==> src/rtl/regfile_sb.sv <==
// Integer register file with write-time load extension, optional bypass and
// registered reads, plus a busy-bit scoreboard for pending writebacks.
module regfile_sb #(
   parameter int XLEN     = 32,
   parameter int NREGS    = 32,
   parameter int AW       = $clog2(NREGS),
   parameter int BYPASS   = 1,
   parameter int REG_READ = 0
) (
   input  logic            clk,
   input  logic            rst,
   input  logic [AW-1:0]   rs1_addr,
   input  logic [AW-1:0]   rs2_addr,
   input  logic            rd_req,
   output logic [XLEN-1:0] rs1_data,
   output logic [XLEN-1:0] rs2_data,
   output logic            rd_valid,
   input  logic            wr_en,
   input  logic [AW-1:0]   wr_addr,
   input  logic [XLEN-1:0] wr_data,
   input  logic [1:0]      wr_size,
   input  logic            wr_unsigned,
   input  logic            rsv_en,
   input  logic [AW-1:0]   rsv_addr,
   output logic            rs1_busy,
   output logic            rs2_busy,
   output logic            any_busy
);

   logic [XLEN-1:0]  regs [NREGS];
   logic [NREGS-1:0] busy;
   logic [NREGS-1:0] busy_next;
   logic [XLEN-1:0]  ext_data;
   logic [XLEN-1:0]  rs1_comb;
   logic [XLEN-1:0]  rs2_comb;
   logic             wr_hit;
   logic             rsv_hit;
   logic             byp1;
   logic             byp2;
   logic             fill_b;
   logic             fill_h;

   assign wr_hit  = wr_en && (wr_addr != '0);
   assign rsv_hit = rsv_en && (rsv_addr != '0);
   assign fill_b  = ~wr_unsigned & wr_data[7];
   assign fill_h  = ~wr_unsigned & wr_data[15];

   always_comb begin
      case (wr_size)
         2'b00:   ext_data = {{(XLEN-8){fill_b}}, wr_data[7:0]};
         2'b01:   ext_data = {{(XLEN-16){fill_h}}, wr_data[15:0]};
         default: ext_data = wr_data;
      endcase
   end

   assign byp1     = (BYPASS != 0) && wr_hit && (wr_addr == rs1_addr);
   assign byp2     = (BYPASS != 0) && wr_hit && (wr_addr == rs2_addr);
   assign rs1_comb = byp1 ? ext_data : regs[rs1_addr];
   assign rs2_comb = byp2 ? ext_data : regs[rs2_addr];

   // A same-address reserve keeps the bit set, so only hide busy when no new producer issued.
   assign rs1_busy = busy[rs1_addr] & ~(byp1 & ~(rsv_hit && (rsv_addr == rs1_addr)));
   assign rs2_busy = busy[rs2_addr] & ~(byp2 & ~(rsv_hit && (rsv_addr == rs2_addr)));
   assign any_busy = |busy;

   // Clear on writeback first, then set on reserve so the reserve wins on a collision.
   always_comb begin
      busy_next = busy;
      if (wr_hit) begin
         busy_next[wr_addr] = 1'b0;
      end
      if (rsv_hit) begin
         busy_next[rsv_addr] = 1'b1;
      end
      busy_next[0] = 1'b0;
   end

   always_ff @(posedge clk) begin
      if (rst) begin
         for (int i = 0; i < NREGS; i++) begin
            regs[i] <= '0;
         end
         busy <= '0;
      end else begin
         if (wr_hit) begin
            regs[wr_addr] <= ext_data;
         end
         busy <= busy_next;
      end
   end

   generate
      if (REG_READ != 0) begin : g_reg_read
         logic [XLEN-1:0] rs1_q;
         logic [XLEN-1:0] rs2_q;
         logic            valid_q;

         always_ff @(posedge clk) begin
            if (rst) begin
               rs1_q   <= '0;
               rs2_q   <= '0;
               valid_q <= 1'b0;
            end else begin
               valid_q <= rd_req;
               if (rd_req) begin
                  rs1_q <= rs1_comb;
                  rs2_q <= rs2_comb;
               end
            end
         end

         assign rs1_data = rs1_q;
         assign rs2_data = rs2_q;
         assign rd_valid = valid_q;
      end else begin : g_comb_read
         logic unused_rd_req;
         assign unused_rd_req = rd_req;
         assign rs1_data      = rs1_comb;
         assign rs2_data      = rs2_comb;
         assign rd_valid      = 1'b1;
      end
   endgenerate

endmodule

==> config.mk <==
export PLATFORM = sky130hd
export DESIGN_NAME = regfile_sb
export DESIGN_NICKNAME = d
export VERILOG_FILES = /design/src/rtl/regfile_sb.sv
export SDC_FILE = /design/constraint.sdc
export NUM_CORES = 2
export LEC_CHECK = 0
export ABC_AREA = 1
export BUFFER_PORTS_ARGS = -buffer_cell sky130_fd_sc_hd__buf_2
export CORE_MARGIN = 2
export CORE_UTILIZATION = 35
export CTS_CLUSTER_SIZE = 12
export DETAILED_ROUTE_END_ITERATION = 12
export PLACE_DENSITY = 0.58
export SETUP_SLACK_MARGIN = 0.3
export SLEW_MARGIN = 20
export SYNTH_ARGS = -nofsm -noshare
export SYNTH_HDL_FRONTEND = slang
export SYNTH_SLANG_ARGS = --single-unit
==> constraint.sdc <==
create_clock -name clk -period 4.5 [get_ports clk]
set_clock_uncertainty 0.2 [all_clocks]
set_input_delay 0.675 -clock clk [delete_from_list [all_inputs] [get_ports clk]]
set_output_delay 0.675 -clock clk [all_outputs]
set_load 0.02 [all_outputs]
# Word-level counts from Yosys, hierarchy flattened

Memory sizes are Yosys's and may differ from the RTL's.
Index checks and enable logic that the tools add are counted.

Equality and inequality tests: 5
Multiplexer cells: 21
Reduce and logical (&&, ||, !) cells: 13
$lt $le $gt $ge: 6
Bitwise operators: 14

Operators with widths:

| cell                                                              | number |
|---|---|
| two-way mux 32 bit                                                | 5 |
| one-hot mux 32 bit (2 select lines)                               | 1 |
| OR reduction 32 bit                                               | 2 |
| AND 32 bit                                                        | 1 |
| NOT 32 bit                                                        | 1 |
| bitwise OR 32 bit                                                 | 1 |
| < comparator 5 x 6 -> 1 bit, second input constant                | 4 |
| equality test 5 bit                                               | 4 |
| binary-select mux 1 bit (select 5 bit)                            | 2 |
| demux 1 bit (select 5 bit)                                        | 2 |
| greater-or-equal comparator 5 x 1 -> 1 bit, second input constant | 2 |
| two-way mux 1 bit                                                 | 10 |
| nonzero test 5 bit                                                | 2 |
| logical AND 1 bit                                                 | 8 |
| AND 1 bit                                                         | 6 |
| two-way mux 5 bit                                                 | 1 |
| NOT 1 bit                                                         | 5 |
| equality test 2 x 1 -> 1 bit, second input constant               | 1 |
| logical NOT 2 bit                                                 | 1 |

Word-level logic and storage cells: 62
Memories: 1
Bits in writable memories: 1024
Input port bits: 60
Bits in registers: 32
Output and inout bits: 68

Memories:

| memory | words | width | read ports | clocked after memory_dff | write ports | RTL line | RTL |
|---|---|---|---|---|---|---|---|
| regs   | 32    | 32    | 2          | 0                        | 32          | 30       | `logic [XLEN-1:0] regs [NREGS];` |

# Depth between registers and ports, before layout

Word-level depth: 9
Depth in mapped cells: 12

# Worst setup path after synthesis

Ideal clock, no wire load.

Path kind: input to register
Start point: in wr_addr[2]
End point: mem regs[9][0] (enable)
Cell stages on the path: 4
Required time: 3.832 ns
Slack: 0.273 ns
Path buffers: 1
Data arrival time: 3.559 ns
Setup time: 0.468 ns
Cell sequence: buf_4 > nor2_1 > nand2_1 > o21ai_0

RTL lines:

| item               | RTL line | RTL |
|---|---|---|
| start: declaration | 19       | `input logic [AW-1:0] wr_addr,` |
| end: declaration   | 30       |  |

# Final worst setup path

Start point: in rs2_addr[0]
End point: out rs2_data[12]

Longest elaborated chain between the ends: 3
Elaborated cells between the ends (all ways): 4

Ends and longest elaborated chain:

| item                                                                         | RTL line | RTL |
|---|---|---|
| start: declaration                                                           | 13       | `input logic [AW-1:0] rs2_addr,` |
| parallel branches: the longest is 2 deep, another holds memory (32 x 32 bit) | --       |  |
| two-way mux 32 bit *                                                         | 59       | `assign rs2_comb = byp2 ? ext_data : regs[rs2_addr];` |
| end: declaration                                                             | 16       | `output logic [XLEN-1:0] rs2_data,` |

Mark *: on every way between the ends.

==> impl_metrics.toml <==
[outcome]
run_status = "finished, final reports clean"

[clock_tree]
clock_latency_ps = 770
cts_buffers = 119
cts_num_sinks = 1055
cts_setup_buffers = 0
ctsRootBufferMaster = "clkbuf_16"
cts_buffer_depth = 3
h-tree-depth = 3
clk_pin_slew_ps = 60
cts_tree = "done"

[floorplanning]
ios = 128
core-area_um2 = 173000
initial_utilization_pct = 35.2
dieWidth_um = 422
die_h_um = 422
dieArea_um2 = 178000
row_count = 153

[sta]
hold_violations = 0
max_slew_margin_pct = 19.3
tightest_slew_ps = 1200
finalCritPeriodShare_pct = 88.7
rsz0062_at_grt = "no"
period_needed_ps = 3990
setup_tns_ps = 0
fmax_mhz = 250
final-setup-viol-count = 0
drv_slew = 0

[detailed_routing]
routed_via_density = 5.61
via_count = 57900
wl_mm = 258
wl_per_cell_um = 25.0
dr.pass1.iters = 9
drt_iter0_markers = 8795
ant_nets = 0
drc = 0

[finish]
multi_input_area_um2 = 24900
syn2layout_area_growth_pct = 11.5
fin_area_um2 = 68100
drive_above_1_share_pct = 8.15
nets = 7947
fillers = 17400
register_area_um2 = 31400
final_util_pct = 39.2
instances_no_fill = 10300

[setup_path]
cp_max_fo = 29
critPathTopFamily = "buffers and inverters"
r2r_end = "busy[22]"
cp_common_cell = "nand2_1"
rr_worst_depth = 2
cp_cell_sequence = "buf_8 -> inv_8 -> nand2_1 -> nand4_1 -> nor3_1 -> nand2_2 -> inv_2 -> buf_4 -> nand2_1 -> nand2_1 -> buf_2"
path_class = "input port to primary output"
critical_path.max_stage_delay_ps = 580
critical_path_required_ps = 3620
cp-end-kind = "primary output"
startpoint = "rs2_addr[0]"
arrival_ps = 3120
critPathSlowestCell = "inv_2"
r2r_slack_ps = 3600
crit_path_start_kind = "input port"
r2r-start = "busy[22]"
worst-path-buf-inv = 5

[synth]
synthAdderAreaFrac_pct = 0
synth_top_cell_area_share_pct = 50.4
synth_cells = 8058
ys_seq_area_share_pct = 51.4
synth_ff_type = "edfxtp_1"
synth_seq_cells = 1055
synthXorXnorAreaFrac_pct = 0.187
synth_area_per_cell_um2 = 7.57
yosysUniqueCellTypes = 36
yosysWarnings = 0
synth_top_cell_by_area = "edfxtp_1"
synth.area.top_cells = "edfxtp_1 (50%), nand2_1 (18%), nand3_1 (14%)"
synthMuxAreaShare_pct = 0
synth_area_um2 = 61000
synth_compound_area_share_pct = 0.982
yosys.area_share.simple_pct = 39.1
yosysMostFrequentCell = "nand2_1"
synth_edf_count = 1024
synth.top_cells.by_count = "nand2_1 (2982), nand3_1 (1732), edfxtp_1 (1024)"
synthArstFlopShare_pct = 0
synth_top_family_by_area = "simple AND/OR/NAND/NOR gates"

[grt]
first_global_vias = 54100
grt.overflow.total = 0
grt_pass1_wl_mm = 368
grt_util_all_layers_pct = 28.1
antenna_found_initial = 10
grt_max_degree = 131

[min_path]
holdPathStages = 3
holdCritPathClass = "input port to register"
hp-start = "rsv_en"
holdPathEnd = "busy[3]"

[flow_run]
timing.max_cap.violations = 0

[placement]
routabilityCongestion = 0.904
dp_cells = 10100
dpl_cell_area_um2 = 64300
dpl.hpwl_mm = 145
io_buffers = 125

[pwr]
vdd_drop_max_uv = 362
p_leak_nw = 29.5
pwr_density_cell_nw_per_um2 = 366
==> registers in the layout (all words and copies together), names as in the netlist <==
signal,flops
regs,1024
busy,31
==> report_power, final <==
part	total [mW]	internal, mW	switching (mW)
sequential	11.5	11.3	0.244
clock	9.55	5.38	4.17
combinational	3.83	0.991	2.84
total	24.9	17.7	7.25
==> routing by layer <==
layer | part of all wire, % | GRT usage (%) | up-vias
met3 | 12 | 5.61 | 865
met4 | 6.8 | 17.0 | 4
met1 | 37 | 35.9 | 27200
li1 | - | - | 25800
met2 | 44 | 43.7 | 4125
met5 | 0.010 | 0 | -
==> cells in the final DEF (no fill, tap or decap), types with 33 or more instances in the layout <==
cell       synthesis  routed
nand2_1         2982    2952
nand3_1         1732    1720
edfxtp_1        1024    1024
nor2_1           885     885
inv_1            521     508
buf_4             11     156
clkbuf_16          0     121
buf_2            215     117
buf_12             1      60
o211ai_1          34      34
conb_1             2      33
==> how the worst max path moves through the flow <==
| stage | slack, ps | endpoint | cells after the start |
|---|---|---|---|
| final | 510 | rs2_data[12] | 11 |
| after CTS | 500 | rs2_data[31] | 10 |
| after global placement | 480 | regs[17][31] | 9 |
| after global routing | 380 | rs2_data[31] | 10 |
| after detailed placement | 380 | regs[23][31] | 9 |
| after floorplan | 300 | regs[19][0] | 4 |
==> metrics by stage <==
stage,power (mW),hold slack [ps],worst slack [ps]
6_report,24.9,84.8,507
5_1_grt,25.6,109,378
4_1_cts,24.9,49.3,496
3_5_place_dp,15.5,298,377
3_3_place_gp,15.4,296,475
2_1_floorplan,14.0,272,302
==> layout make-up <==
| type | count | area share [%] |
|---|---|---|
| well taps | 2325 | 4.27 |
| repair buffers | 341 | 4.50 |
| clock buffers | 157 | 4.72 |
| multi-input cells | 5825 | 36.6 |
| flip-flops and latches | 1055 | 46.1 |
| clock inverters | 66 | 0.756 |
| diodes | 5 | 0.0184 |
| inverters | 545 | 3.09 |
==> kinds of logic after synthesis <==
group,after synthesis
buffers and inverters,1209
other,2
AND/OR/NAND/NOR,5682
AO/OA/AOI/OAI,97
flip-flops,1055
XOR/XNOR,13
==> tightest hold or removal path: stages <==
cell	delay [ps]
buf_2	120
nand4_1	150
o31ai_1	70
==> what timing repair did <==
| action | 4_1_cts | 5_1_grt |
|---|---|---|
| gates resized for setup | 0 | 0 |
| endpoints found under the hold margin | 2 | 0 |
| hold buffers | 2 | 0 |
Power figures use the tool's default switching activity.
